`src/rtl/dmem_arbiter_if.sv`:
```
// Bundle of the core, external-master and data-memory signals around dmem_arbiter.
// The arbiter takes the slave view; the surrounding system (or bench) takes the master view.
interface dmem_arbiter_if #(
  parameter int unsigned DW   = 32,
  parameter int unsigned LENW = 4
);
  logic            core_req_i;
  logic            core_we_i;
  logic [3:0]      core_mask_i;
  logic [DW-1:0]   core_addr_i;
  logic [DW-1:0]   core_wdata_i;
  logic            core_gnt_o;
  logic [DW-1:0]   core_rdata_o;
  logic            stall_o;

  logic            ext_req_i;
  logic            ext_we_i;
  logic [DW-1:0]   ext_addr_i;
  logic [LENW-1:0] ext_len_i;
  logic [DW-1:0]   ext_wdata_i;
  logic            ext_gnt_o;
  logic            ext_beat_o;
  logic [DW-1:0]   ext_rdata_o;
  logic            ext_done_o;

  logic            mem_we_o;
  logic [3:0]      mem_mask_o;
  logic [DW-1:0]   mem_addr_o;
  logic [DW-1:0]   mem_wdata_o;
  logic [DW-1:0]   mem_rdata_i;

  modport slave (
    input  core_req_i, core_we_i, core_mask_i, core_addr_i, core_wdata_i,
    output core_gnt_o, core_rdata_o, stall_o,
    input  ext_req_i, ext_we_i, ext_addr_i, ext_len_i, ext_wdata_i,
    output ext_gnt_o, ext_beat_o, ext_rdata_o, ext_done_o,
    output mem_we_o, mem_mask_o, mem_addr_o, mem_wdata_o,
    input  mem_rdata_i
  );

  modport master (
    output core_req_i, core_we_i, core_mask_i, core_addr_i, core_wdata_i,
    input  core_gnt_o, core_rdata_o, stall_o,
    output ext_req_i, ext_we_i, ext_addr_i, ext_len_i, ext_wdata_i,
    input  ext_gnt_o, ext_beat_o, ext_rdata_o, ext_done_o,
    input  mem_we_o, mem_mask_o, mem_addr_o, mem_wdata_o,
    output mem_rdata_i
  );
endinterface

```
`src/rtl/dmem_arbiter.sv`:
```
// Shares one data-memory port between the core (single beat, priority) and an
// external burst master, with a starvation counter that eventually forces an external grant.
module dmem_arbiter #(
  parameter int unsigned DW       = 32,
  parameter int unsigned LENW     = 4,
  parameter int unsigned MAX_WAIT = 8,
  parameter int unsigned ADDENT   = 4
) (
  input  logic clk_i,
  input  logic rst_i,
  dmem_arbiter_if.slave bus
);

  localparam int unsigned WW = $clog2(MAX_WAIT + 1);

  typedef enum logic {StIdle, StBurst} state_e;

  state_e          r_state, w_state_nxt;
  logic [WW-1:0]   r_wait, w_wait_nxt;
  logic [DW-1:0]   r_addr, w_addr_nxt;
  logic            r_we, w_we_nxt;
  logic [LENW-1:0] r_len, w_len_nxt;
  logic [LENW-1:0] r_cnt, w_cnt_nxt;

  logic            w_ext_win, w_core_win;
  logic            w_core_gnt, w_stall, w_ext_gnt, w_ext_beat, w_ext_done, w_mem_we;
  logic [3:0]      w_mem_mask;
  logic [DW-1:0]   w_core_rdata, w_ext_rdata, w_mem_addr, w_mem_wdata;

  always_ff @(posedge clk_i or negedge rst_i) begin
    if (!rst_i) begin
      r_state <= StIdle;
      r_wait  <= '0;
      r_addr  <= '0;
      r_we    <= 1'b0;
      r_len   <= '0;
      r_cnt   <= '0;
    end else begin
      r_state <= w_state_nxt;
      r_wait  <= w_wait_nxt;
      r_addr  <= w_addr_nxt;
      r_we    <= w_we_nxt;
      r_len   <= w_len_nxt;
      r_cnt   <= w_cnt_nxt;
    end
  end

  always_comb begin
    w_state_nxt  = r_state;
    w_wait_nxt   = r_wait;
    w_addr_nxt   = r_addr;
    w_we_nxt     = r_we;
    w_len_nxt    = r_len;
    w_cnt_nxt    = r_cnt;
    w_ext_win    = 1'b0;
    w_core_win   = 1'b0;
    w_core_gnt   = 1'b0;
    w_stall      = 1'b0;
    w_ext_gnt    = 1'b0;
    w_ext_beat   = 1'b0;
    w_ext_done   = 1'b0;
    w_mem_we     = 1'b0;
    w_mem_mask   = 4'h0;
    w_mem_addr   = '0;
    w_mem_wdata  = '0;
    w_core_rdata = '0;
    w_ext_rdata  = '0;
    // Outputs are forced low for the whole time reset is held, including mid-burst.
    if (rst_i) begin
      unique case (r_state)
        StIdle: begin
          w_ext_win  = bus.ext_req_i & (~bus.core_req_i | (r_wait == WW'(MAX_WAIT)));
          w_core_win = bus.core_req_i & ~w_ext_win;
          if (w_core_win) begin
            w_core_gnt   = 1'b1;
            w_mem_we     = bus.core_we_i;
            w_mem_mask   = bus.core_mask_i;
            w_mem_addr   = bus.core_addr_i;
            w_mem_wdata  = bus.core_wdata_i;
            w_core_rdata = bus.mem_rdata_i;
          end
          if (w_ext_win) begin
            w_ext_gnt   = 1'b1;
            w_addr_nxt  = bus.ext_addr_i & ~DW'(3);
            w_we_nxt    = bus.ext_we_i;
            w_len_nxt   = (bus.ext_len_i == '0) ? LENW'(1) : bus.ext_len_i;
            w_cnt_nxt   = '0;
            w_wait_nxt  = '0;
            w_state_nxt = StBurst;
          end else if (bus.ext_req_i) begin
            w_wait_nxt = (r_wait == WW'(MAX_WAIT)) ? r_wait : r_wait + WW'(1);
          end else begin
            w_wait_nxt = '0;
          end
        end
        StBurst: begin
          w_ext_beat  = 1'b1;
          w_mem_we    = r_we;
          w_mem_mask  = 4'hF;
          w_mem_addr  = r_addr;
          w_mem_wdata = bus.ext_wdata_i;
          w_ext_rdata = bus.mem_rdata_i;
          w_addr_nxt  = r_addr + DW'(ADDENT);
          w_cnt_nxt   = r_cnt + LENW'(1);
          if (r_cnt == r_len - LENW'(1)) begin
            w_ext_done  = 1'b1;
            w_state_nxt = StIdle;
          end
        end
        default: w_state_nxt = StIdle;
      endcase
      w_stall = bus.core_req_i & ~w_core_gnt;
    end
  end

  assign bus.core_gnt_o   = w_core_gnt;
  assign bus.core_rdata_o = w_core_rdata;
  assign bus.stall_o      = w_stall;
  assign bus.ext_gnt_o    = w_ext_gnt;
  assign bus.ext_beat_o   = w_ext_beat;
  assign bus.ext_rdata_o  = w_ext_rdata;
  assign bus.ext_done_o   = w_ext_done;
  assign bus.mem_we_o     = w_mem_we;
  assign bus.mem_mask_o   = w_mem_mask;
  assign bus.mem_addr_o   = w_mem_addr;
  assign bus.mem_wdata_o  = w_mem_wdata;

endmodule
```
`src/flat_wrapper.sv`:
```
// flat-port wrapper written by rule: the top's interface ports become plain ports
module dmem_arbiter_flat 
#(
  parameter int unsigned DW       = 32,
  parameter int unsigned LENW     = 4,
  parameter int unsigned MAX_WAIT = 8,
  parameter int unsigned ADDENT   = 4
)
  (clk_i, rst_i, bus_core_req_i, bus_core_we_i, bus_core_mask_i, bus_core_addr_i, bus_core_wdata_i, bus_core_gnt_o, bus_core_rdata_o, bus_stall_o, bus_ext_req_i, bus_ext_we_i, bus_ext_addr_i, bus_ext_len_i, bus_ext_wdata_i, bus_ext_gnt_o, bus_ext_beat_o, bus_ext_rdata_o, bus_ext_done_o, bus_mem_we_o, bus_mem_mask_o, bus_mem_addr_o, bus_mem_wdata_o, bus_mem_rdata_i);
  dmem_arbiter_if #(.DW(DW), .LENW(LENW)) bus_i ();
  input  logic clk_i;
  input  logic rst_i;
  input wire logic [$bits(bus_i.core_req_i)-1:0] bus_core_req_i;
  input wire logic [$bits(bus_i.core_we_i)-1:0] bus_core_we_i;
  input wire logic [$bits(bus_i.core_mask_i)-1:0] bus_core_mask_i;
  input wire logic [$bits(bus_i.core_addr_i)-1:0] bus_core_addr_i;
  input wire logic [$bits(bus_i.core_wdata_i)-1:0] bus_core_wdata_i;
  output wire logic [$bits(bus_i.core_gnt_o)-1:0] bus_core_gnt_o;
  output wire logic [$bits(bus_i.core_rdata_o)-1:0] bus_core_rdata_o;
  output wire logic [$bits(bus_i.stall_o)-1:0] bus_stall_o;
  input wire logic [$bits(bus_i.ext_req_i)-1:0] bus_ext_req_i;
  input wire logic [$bits(bus_i.ext_we_i)-1:0] bus_ext_we_i;
  input wire logic [$bits(bus_i.ext_addr_i)-1:0] bus_ext_addr_i;
  input wire logic [$bits(bus_i.ext_len_i)-1:0] bus_ext_len_i;
  input wire logic [$bits(bus_i.ext_wdata_i)-1:0] bus_ext_wdata_i;
  output wire logic [$bits(bus_i.ext_gnt_o)-1:0] bus_ext_gnt_o;
  output wire logic [$bits(bus_i.ext_beat_o)-1:0] bus_ext_beat_o;
  output wire logic [$bits(bus_i.ext_rdata_o)-1:0] bus_ext_rdata_o;
  output wire logic [$bits(bus_i.ext_done_o)-1:0] bus_ext_done_o;
  output wire logic [$bits(bus_i.mem_we_o)-1:0] bus_mem_we_o;
  output wire logic [$bits(bus_i.mem_mask_o)-1:0] bus_mem_mask_o;
  output wire logic [$bits(bus_i.mem_addr_o)-1:0] bus_mem_addr_o;
  output wire logic [$bits(bus_i.mem_wdata_o)-1:0] bus_mem_wdata_o;
  input wire logic [$bits(bus_i.mem_rdata_i)-1:0] bus_mem_rdata_i;
  assign bus_i.core_req_i = bus_core_req_i;
  assign bus_i.core_we_i = bus_core_we_i;
  assign bus_i.core_mask_i = bus_core_mask_i;
  assign bus_i.core_addr_i = bus_core_addr_i;
  assign bus_i.core_wdata_i = bus_core_wdata_i;
  assign bus_core_gnt_o = bus_i.core_gnt_o;
  assign bus_core_rdata_o = bus_i.core_rdata_o;
  assign bus_stall_o = bus_i.stall_o;
  assign bus_i.ext_req_i = bus_ext_req_i;
  assign bus_i.ext_we_i = bus_ext_we_i;
  assign bus_i.ext_addr_i = bus_ext_addr_i;
  assign bus_i.ext_len_i = bus_ext_len_i;
  assign bus_i.ext_wdata_i = bus_ext_wdata_i;
  assign bus_ext_gnt_o = bus_i.ext_gnt_o;
  assign bus_ext_beat_o = bus_i.ext_beat_o;
  assign bus_ext_rdata_o = bus_i.ext_rdata_o;
  assign bus_ext_done_o = bus_i.ext_done_o;
  assign bus_mem_we_o = bus_i.mem_we_o;
  assign bus_mem_mask_o = bus_i.mem_mask_o;
  assign bus_mem_addr_o = bus_i.mem_addr_o;
  assign bus_mem_wdata_o = bus_i.mem_wdata_o;
  assign bus_i.mem_rdata_i = bus_mem_rdata_i;
  dmem_arbiter #(.DW(DW), .LENW(LENW), .MAX_WAIT(MAX_WAIT), .ADDENT(ADDENT)) u_core (.clk_i(clk_i), .rst_i(rst_i), .bus(bus_i));
endmodule
```
`config.mk`:
```
export PLATFORM = sky130hd
export DESIGN_NAME = dmem_arbiter_flat
export DESIGN_NICKNAME = d
export VERILOG_FILES = /design/src/rtl/dmem_arbiter_if.sv /design/src/rtl/dmem_arbiter.sv /design/src/flat_wrapper.sv
export SDC_FILE = /design/constraint.sdc
export NUM_CORES = 1
export LEC_CHECK = 0
export CELL_PAD_IN_SITES_DETAIL_PLACEMENT = 1
export CELL_PAD_IN_SITES_GLOBAL_PLACEMENT = 2
export CORE_ASPECT_RATIO = 0.9
export CORE_UTILIZATION = 15
export DETAILED_ROUTE_END_ITERATION = 6
export GPL_ROUTABILITY_DRIVEN = 1
export PLACE_DENSITY_LB_ADDON = 0.1
export SETUP_SLACK_MARGIN = 0.2
export SYNTH_ARGS = -nofsm -noshare
export SYNTH_HDL_FRONTEND = slang
export SYNTH_SLANG_ARGS = --single-unit
```
`constraint.sdc`:
```
create_clock -name clk_i -period 1.8 [get_ports clk_i]
set_clock_uncertainty 0.05 [all_clocks]
set_input_delay 0.18 -clock clk_i [delete_from_list [all_inputs] [get_ports clk_i]]
set_output_delay 0.18 -clock clk_i [all_outputs]
set_load 0.03 [all_outputs]
```
==> flow_summary.yaml <==
route:
  vias: 5766
  drc: 0
  dr.pass1.iters: 4
  wl_per_cell_um: 21.5
  routed_wl_mm: 27.3
  vias_per_cell: 4.54
  drt_first_iter_violations: 155
  ant_nets: 0
timing:
  period_share_pct: 123
  timing.fmax_mhz: 452
  setup_ws_ps: -410
  worst_pin_slew_ps: 470
  finalSetupTns_ps: -38170
  setup_violations: 126
  slew_headroom_pct: 68.6
  hold_violations: 0
  fin_crit_ps: 2210
  rsz0062_at_grt: "true"
  report.final.slew_viol_count: 0
cts:
  cts_root_buffer: "clkbuf_16"
  clkTransAtPathRegs_ps: 70
  clk_latency_ps: 290
  cts_htree_levels: 2
  clkSinkCount: 44
  clockBufferDepth: 2
  cts_tree: "done"
  numCtsBuffers: 5
critical_path:
  critPathKind: "reg2out"
  end_kind: "primary output"
  reg2reg_from: "u_core.r_wait[0]"
  slowest_stage: "dfrtp_1"
  crit_required_ps: 1570
  rr_worst_depth: 10
  cp-start-kind: "flip-flop"
  max_stage_delay_ps: 390
  critPathMostFrequentCell: "nand2_2"
  critPathMaxFanout: 12
  reg2reg_slack_ps: -90
  cp_cell_sequence: "inv_2 -> ha_4 -> and3b_1 -> nand2_2 -> nand2_2 -> nor2_4 -> buf_6 -> buf_16 -> a22o_4 -> buf_12"
  r2r_end: "u_core.r_addr[28]"
  arrival_ps: 1980
floorplanning:
  start_util_pct: 15.3
  core-area_um2: 26000
  ios: 312
  rows: 56
  dieArea_um2: 27100
  die_y_um: 156
  dieWidth_um: 173
synthesis:
  seq_area_frac_synth_pct: 27.8
  synth_warnings: 0
  synth_nets: 689
  async_flop_share_pct: 100
  synth_cells: 510
  synthFlopType: "dfrtp_1"
  syn_area_per_cell_um2: 7.78
  yosysTopAreaCell: "dfrtp_1"
  synth_edf_count: 0
  synth_seq_cells: 44
  synth_area_leaders: "dfrtp_1 28%, a22o_1 14%, and3_1 6.3%"
  syn_area_um2: 3970
  synth.distinct_cells: 50
  yosys.area.top_type_share_pct: 27.8
final_layout:
  synthToLayoutAreaGrowth_pct: 171
  layout_common_cells: "170 x clkdlybuf4s50_1, 136 x buf_6, 80 x buf_4"
  fin_cells: 1269
  drive_gt1_share_pct: 53.1
  num_antenna_cells: 0
  utilization_pct: 41.3
  register_area_um2: 1100
  final_nets: 1099
  layout_commonest_cell: "clkdlybuf4s50_1"
  n_fill_cell: 2828
  multi_input_area_um2: 3800
outcome:
  status: "finished, violations left"
  violations: "setup timing"
power_and_ir_drop:
  p_leak_nw: 4.75
  p_total_mw: 11.2
  peakVddDrop_uv: 391
  powerDensity_nw_per_um2: 1040
placed_design:
  hpwl_mm: 19.3
  portBuffers: 309
  place.gp.congestion: 0.866
  dp.cells: 1203
global_routing:
  grt_overflow: 0
  grt_pass1_vias: 6338
  gr-usage-all-layers_pct: 19.1
  grt_max_degree: 45
  antenna_found_initial: 0
  grt_pass1_wl_mm: 39.3
min_path:
  hold_class: "in2async"
run:
  maxCapViolations: 0
==> what timing repair did <==
action / in CTS / in global routing
gates resized for setup: 190 / 92
setup endpoints to repair: 179 / 180
endpoints found under the hold margin: 11 / 0
hold buffers: 2 / 0
cloned: 8 / 7
buffers inserted: 28 / 13
pin swaps: 26 / 14
==> state kept, by name, indices dropped and copies added, names as in the netlist <==
register        flops
u_core.r_addr      30
u_core.r_cnt        4
u_core.r_len        4
u_core.r_state      1
u_core.r_wait       4
u_core.r_we         1
==> area by class of cell <==
| cell class | instances | share of cell area (%) |
|---|---|---|
| clock buffer | 7 | 1.42 |
| clock inverter | 1 | 0.280 |
| inverter | 14 | 0.629 |
| multi-input combinational | 405 | 35.4 |
| sequential | 44 | 10.3 |
| tap | 348 | 4.05 |
| timing repair buffer | 450 | 47.9 |
==> worst max path at each step <==
stage / from / end / slack (ps)
floorplan: u_core.r_len[0] / u_core.r_state / 50
global placement: bus_ext_req_i / bus_ext_gnt_o / -210
detailed placement: u_core.r_wait[0] / bus_mem_wdata_o[24] / -260
CTS: u_core.r_wait[0] / bus_mem_wdata_o[4] / -440
global route: u_core.r_wait[0] / bus_core_rdata_o[6] / -490
finish: u_core.r_wait[0] / bus_mem_addr_o[13] / -410
==> metrics by stage <==
stage	cell area (um^2)	worst slack (ps)	hold WS [ps]
after floorplan	4780	49.5	-166
after global placement	8680	-208	2.12
after detailed placement	8680	-263	2.66
after CTS	10100	-443	16.8
after global routing	10700	-487	69.2
final	10700	-410	28.8
==> cells in the mapped netlist, types with 6 or more instances <==
master,number
a32oi_1,6
inv_1,12
nand3_1,21
nand4_1,8
and3_1,40
dfrtp_1,44
clkbuf_1,31
buf_2,12
nor2_1,27
nand2_1,60
and2_1,38
o21ai_0,20
o22ai_1,10
mux2i_1,14
o22a_1,6
a21oi_1,20
nor3_1,12
a22o_1,62
==> layer usage <==
metal	track usage, %	vias up	part of all wire (%)
met1	22.7	2824	42
met2	35.2	184	52
met3	4.40	12	5.6
met5	0	-	0
li1	-	2746	-
met4	3.54	0	0.94
==> where the power goes <==
group	internal [mW]	switching, mW	leakage (nW)
clock	0.733	0.437	0.0901
sequential	1.40	0.437	0.557
combinational	4.26	3.88	4.10
total	6.40	4.76	4.75
==> cell families (layout without fill, tap and decap cells) <==
group                    count (synthesis)  count (layout)  synth area share (%)
AO/OA/AOI/OAI                          154             154                  29.0
XOR/XNOR                                 7               7                  1.55
adder cells (fa/ha/maj)                  5               5                  1.58
buffers and inverters                   61             472                  6.21
flip-flops                              44              44                  27.8
multiplexers                            15              15                  3.82
AND/OR/NAND/NOR                        224             224                  30.1
==> critical path: cells and delay by family, from the launching register on <==
family / cells / cell delay [ps]
fa+ha+maj: 1 / 130
simple gates: 4 / 400
flops: 1 / 390
compound gates: 1 / 240
buf+inv: 4 / 520
Note: power is estimated with default switching activity, not from simulation.
